## src/rtl/array_uart_tx.sv

```systemverilog
// Snapshots the six result-array bytes on a start pulse and sends them (plus an
// optional trailing newline) as back-to-back 8N1 UART frames.
module array_uart_tx #(
    parameter int CLKS_PER_BIT = 868,
    parameter int SEND_NEWLINE = 1
) (
    input  logic       clk,
    input  logic       reset,
    input  logic       start,
    input  logic [7:0] Arr1,
    input  logic [7:0] Arr2,
    input  logic [7:0] Arr3,
    input  logic [7:0] Arr4,
    input  logic [7:0] Arr5,
    input  logic [7:0] Arr6,
    output logic       tx,
    output logic       busy,
    output logic       done
);

    localparam int              BW         = (CLKS_PER_BIT > 1) ? $clog2(CLKS_PER_BIT) : 1;
    localparam logic [BW-1:0]   BAUD_MAX   = BW'(CLKS_PER_BIT - 1);
    localparam logic [2:0]      LAST_FRAME = 3'(5 + SEND_NEWLINE);

    typedef enum logic [1:0] {
        S_IDLE  = 2'd0,
        S_START = 2'd1,
        S_DATA  = 2'd2,
        S_STOP  = 2'd3
    } state_t;

    state_t          state_r;
    state_t          state_nxt_s;
    logic [BW-1:0]   baud_cnt_r;
    logic [BW-1:0]   baud_cnt_nxt_s;
    logic [2:0]      bit_idx_r;
    logic [2:0]      bit_idx_nxt_s;
    logic [2:0]      byte_idx_r;
    logic [2:0]      byte_idx_nxt_s;
    logic [7:0]      shadow_r [0:5];
    logic [7:0]      frame_byte_s;
    logic            load_s;
    logic            done_nxt_s;
    logic            tx_nxt_s;
    logic            baud_last_s;
    logic            tx_r;
    logic            busy_r;
    logic            done_r;

    assign baud_last_s = (baud_cnt_r == BAUD_MAX);

    // Next-state, counter and control decode for the frame sequencer
    always_comb begin
        state_nxt_s    = state_r;
        baud_cnt_nxt_s = baud_cnt_r;
        bit_idx_nxt_s  = bit_idx_r;
        byte_idx_nxt_s = byte_idx_r;
        load_s         = 1'b0;
        done_nxt_s     = 1'b0;
        case (state_r)
            S_IDLE: begin
                baud_cnt_nxt_s = '0;
                bit_idx_nxt_s  = 3'd0;
                if (start) begin
                    state_nxt_s    = S_START;
                    byte_idx_nxt_s = 3'd0;
                    load_s         = 1'b1;
                end else begin
                    state_nxt_s    = S_IDLE;
                end
            end
            S_START: begin
                if (baud_last_s) begin
                    baud_cnt_nxt_s = '0;
                    bit_idx_nxt_s  = 3'd0;
                    state_nxt_s    = S_DATA;
                end else begin
                    baud_cnt_nxt_s = baud_cnt_r + BW'(1);
                end
            end
            S_DATA: begin
                if (baud_last_s) begin
                    baud_cnt_nxt_s = '0;
                    if (bit_idx_r == 3'd7) begin
                        bit_idx_nxt_s = 3'd0;
                        state_nxt_s   = S_STOP;
                    end else begin
                        bit_idx_nxt_s = bit_idx_r + 3'd1;
                    end
                end else begin
                    baud_cnt_nxt_s = baud_cnt_r + BW'(1);
                end
            end
            S_STOP: begin
                if (baud_last_s) begin
                    baud_cnt_nxt_s = '0;
                    if (byte_idx_r < LAST_FRAME) begin
                        byte_idx_nxt_s = byte_idx_r + 3'd1;
                        state_nxt_s    = S_START;
                    end else begin
                        state_nxt_s = S_IDLE;
                        done_nxt_s  = 1'b1;
                    end
                end else begin
                    baud_cnt_nxt_s = baud_cnt_r + BW'(1);
                end
            end
            default: begin
                state_nxt_s    = S_IDLE;
                baud_cnt_nxt_s = '0;
                bit_idx_nxt_s  = 3'd0;
                byte_idx_nxt_s = 3'd0;
            end
        endcase
    end

    // Byte for the frame about to be on the line; frame 6 is the newline
    always_comb begin
        frame_byte_s = 8'h0A;
        case (byte_idx_nxt_s)
            3'd0:    frame_byte_s = shadow_r[0];
            3'd1:    frame_byte_s = shadow_r[1];
            3'd2:    frame_byte_s = shadow_r[2];
            3'd3:    frame_byte_s = shadow_r[3];
            3'd4:    frame_byte_s = shadow_r[4];
            3'd5:    frame_byte_s = shadow_r[5];
            3'd6:    frame_byte_s = 8'h0A;
            default: frame_byte_s = 8'h0A;
        endcase
    end

    // Line level follows the upcoming state so tx can be a plain register
    always_comb begin
        tx_nxt_s = 1'b1;
        case (state_nxt_s)
            S_IDLE:  tx_nxt_s = 1'b1;
            S_START: tx_nxt_s = 1'b0;
            S_DATA:  tx_nxt_s = frame_byte_s[bit_idx_nxt_s];
            S_STOP:  tx_nxt_s = 1'b1;
            default: tx_nxt_s = 1'b1;
        endcase
    end

    // Sequencer state, counters and registered outputs
    always_ff @(posedge clk or negedge reset) begin
        if (!reset) begin
            state_r    <= S_IDLE;
            baud_cnt_r <= '0;
            bit_idx_r  <= 3'd0;
            byte_idx_r <= 3'd0;
            tx_r       <= 1'b1;
            busy_r     <= 1'b0;
            done_r     <= 1'b0;
        end else begin
            state_r    <= state_nxt_s;
            baud_cnt_r <= baud_cnt_nxt_s;
            bit_idx_r  <= bit_idx_nxt_s;
            byte_idx_r <= byte_idx_nxt_s;
            tx_r       <= tx_nxt_s;
            busy_r     <= (state_nxt_s != S_IDLE);
            done_r     <= done_nxt_s;
        end
    end

    // Snapshot of the array bytes, taken only when a start is accepted
    always_ff @(posedge clk or negedge reset) begin
        if (!reset) begin
            for (int i = 0; i < 6; i++) begin
                shadow_r[i] <= 8'h00;
            end
        end else if (load_s) begin
            shadow_r[0] <= Arr1;
            shadow_r[1] <= Arr2;
            shadow_r[2] <= Arr3;
            shadow_r[3] <= Arr4;
            shadow_r[4] <= Arr5;
            shadow_r[5] <= Arr6;
        end else begin
            for (int i = 0; i < 6; i++) begin
                shadow_r[i] <= shadow_r[i];
            end
        end
    end

    assign tx   = tx_r;
    assign busy = busy_r;
    assign done = done_r;

endmodule
```

## config.mk

```make
export PLATFORM = sky130hd
export DESIGN_NAME = array_uart_tx
export DESIGN_NICKNAME = d
export VERILOG_FILES = /design/src/rtl/array_uart_tx.sv
export SDC_FILE = /design/constraint.sdc
export NUM_CORES = 1
export LEC_CHECK = 0
export CORE_MARGIN = 10
export CORE_UTILIZATION = 49
export DETAILED_ROUTE_END_ITERATION = 16
export GPL_TIMING_DRIVEN = 0
export PLACE_DENSITY = 0.76
export SYNTH_ARGS = -nofsm -noshare
export SYNTH_HDL_FRONTEND = slang
export SYNTH_SLANG_ARGS = --single-unit
```

## constraint.sdc

```tcl
create_clock -name clk -period 3.1 [get_ports clk]
set_input_delay 0.31 -clock clk [delete_from_list [all_inputs] [get_ports clk]]
set_output_delay 0.31 -clock clk [all_outputs]
set_load 0.005 [all_outputs]
```

==> results.ini <==
[die]
core_area_sq_um=7180
start_util_pct=49.8
die_h_microns=105
row_count=31
dieArea_sq_um=11100
dieWidth_microns=105
ios=54

[setup_path]
cpPeakStageDelay_ns=0.45
cpMaxStageDelayCell=or3b_2
crit_fanout=7
worstRegToRegCells=12
cp_num_buf_inv=3
startpoint_type=flip-flop
crit_chain=buf_4, ha_1, or3b_2, or4_1, o211ai_1, buf_4, buf_4, o21ai_0, a211oi_1, nor4b_2, a211oi_2, o22ai_2
cpMostUsedCell=buf_4
cp.depth=12
required_ns=3.36
end_kind=flip-flop
critical_path.top_delay_family=compound AO/OA/AOI/OAI gates
critPathKind=flip-flop to flip-flop
arrival_ns=3.43

[final_layout]
area_growth_pct=32.8
multiInputGateArea_sq_um=1880
fin_nets=446
design_area_sq_um=4740
antenna_cells=0
seq_area_sq_um=1730
nFillCells=545
drive_above_1_share_pct=31.7

[placed_design]
place_ws_ns=-0.298
detailed_place_hpwl_mm=5.96
io_buffers=53
gp_congestion=0.864
place_area_sq_um=4220

[sta]
worst_slack_ns=-0.0777
worst_pin_slew_ns=0.859
finalSetupTns_ns=-0.0777
rsz0062_at_grt=yes
timing.final.crit_share_pct=103
setup_viol=1
maxSlewHeadroom_pct=42.8
drv_slew=0
fin_skew_ns=0.00832
hold_viol=0
fmax_ghz=0.315
layout_min_cycle_time_ns=3.18

[grt]
grt_overflow=0
grt_pass1_vias=2908
antenna_found_initial=0
grt_pass1_wl_mm=13.7
grt_max_degree=70
grt.total_usage_pct=15.0

[cts]
cts.sink_count=69
cts_tree=done
cts-root-buf=clkbuf_8
htree_levels=3
clkTransAtPathRegs_ns=0.07
numCtsBuffers=9
clockBufferDepth=2
clk_latency_ns=0.33
hold_buffers=0

[synthesis]
synthTopCellsByCount=dfrtp_1 (68), mux2_2 (53), nand2_1 (19)
ys_types=55
synth-main-ff-cell=dfrtp_1
syn_inst=299
synth_nets=362
ys_seq_elements=69
synth_top_area_share_pct=47.6
synth_top_cell_by_area=dfrtp_1
yosysMostFrequentCell=dfrtp_1
synth.cell_area_sq_um=3570
yosysWarnings=0
postSynthAreaPerCell_sq_um=11.9
yosysSeqAreaShare_pct=48.4
async_flop_share_pct=100
yosys-top-cells-area=dfrtp_1 (48%), mux2_2 (17%), ha_1 (4.2%)
synth_edf_count=0

[detailed_routing]
met2_length_mm=4.48
route.detailed.wl_per_inst_microns=17.7
finalWirelength_mm=8.64
dr.max_layer_used=met4
drc=0
wl_met1_mm=3.60
vias=2722
drt-vias-per-instance=5.59
wl_met3_microns=457
drt_iter0_markers=139
dr.pass1.iters=4
drtAntennaViolNets=0

[worst_hold_path]
hp-class=input pin to async pin

[power]
p_leak_nw=2.20
powerDensity_nw_per_um2=381
power_w=0.00181
peakVddDrop_mv=0.257

[run]
cap_violations=0

[outcome]
failed_checks=negative setup slack
status=finished, violations left

-- layer usage --
| metal | global-route usage, % | up-vias |
|---|---|---|
| met5 | 0 | - |
| met4 | 4.90 | 0 |
| met3 | 4.08 | 11 |
| met2 | 25.6 | 93 |
| met1 | 17.8 | 1351 |
| li1 | - | 1267 |
-- power by group --
part           leakage (nW)  internal, W  switching [W]
registers             0.931     0.000900              0
clock network         0.116     0.000495       0.000334
logic                  1.16    0.0000546      0.0000260
total                  2.20      0.00145       0.000360
-- sequential cells by signal (all words and copies together) (netlist names) --
| register | cells |
|---|---|
| state_r | 2 |
| busy | 1 |
| done | 1 |
| shadow_r | 48 |
| tx | 1 |
| byte_idx_r | 3 |
| bit_idx_r | 3 |
| baud_cnt_r | 10 |
-- final cells by class --
class,count,area share [%]
repair buffers,73,14.5
plain buffers,12,1.37
multi-input cells,209,39.6
clock inverters,4,1.48
well taps,99,2.61
inverters,9,0.818
flip-flops and latches,69,36.4
clock buffers,12,3.27
-- worst reg2reg max path: stages, from the launching register on --
cell and delay, ns:
dfrtp_1 0.37, buf_4 0.14, ha_1 0.24, or3b_2 0.45, or4_1 0.41, o211ai_1 0.21, buf_4 0.25, buf_4 0.14
o21ai_0 0.09, a211oi_1 0.32, nor4b_2 0.11, a211oi_2 0.27, o22ai_2 0.11
-- timing repair --
item	CTS	global route
gates resized for setup	13	20
endpoints found under the setup margin	1	1
setup buffers	9	11
pin swaps	4	10
-- cells by family (layout without fill, tap and decap cells) --
kind of cell	after synthesis	in the layout	synth area share [%]
buffers and inverters	21	110	2.45
adders and majority gates	12	12	4.20
xor gates and xnor gates	7	7	1.72
and+or+nand+nor	77	77	11.9
DFF	69	69	48.4
muxes	66	66	21.1
AOI/OAI and AO/OA	47	47	10.3
-- through the flow --
stage	hold WS [ns]	util [%]	instances
CTS	0.115	63.6	476
global route	0.152	66.1	487
global placement	0.475	58.9	451
finish	0.0856	66.1	487
floorplan	0.0144	-	299
detailed placement	0.474	58.9	451
-- placed cells by master, fill, tap and decap left out, drive strengths merged, types with 10 or more instances in the layout --
| cell type | n |
|---|---|
| dfrtp | 68 |
| clkdlybuf4s50 | 52 |
| mux2 | 53 |
| nor2 | 15 |
| buf | 27 |
| clkbuf | 18 |
| mux2i | 11 |
| ha | 12 |
| nand2 | 19 |
| nor3 | 10 |
-- path summary, 6_finish.rpt --
path,from,to,slack (ns)
max,state_r[0],tx,-0.08
min,reset,baud_cnt_r[6],0.09
max reg2reg,state_r[0],tx,-0.08
min reg2reg,shadow_r[16],shadow_r[16],0.50
max in group asynchronous,reset,shadow_r[28],2.46
min in group clk,shadow_r[16],shadow_r[16],0.50
Power figures use the tool's default switching activity.
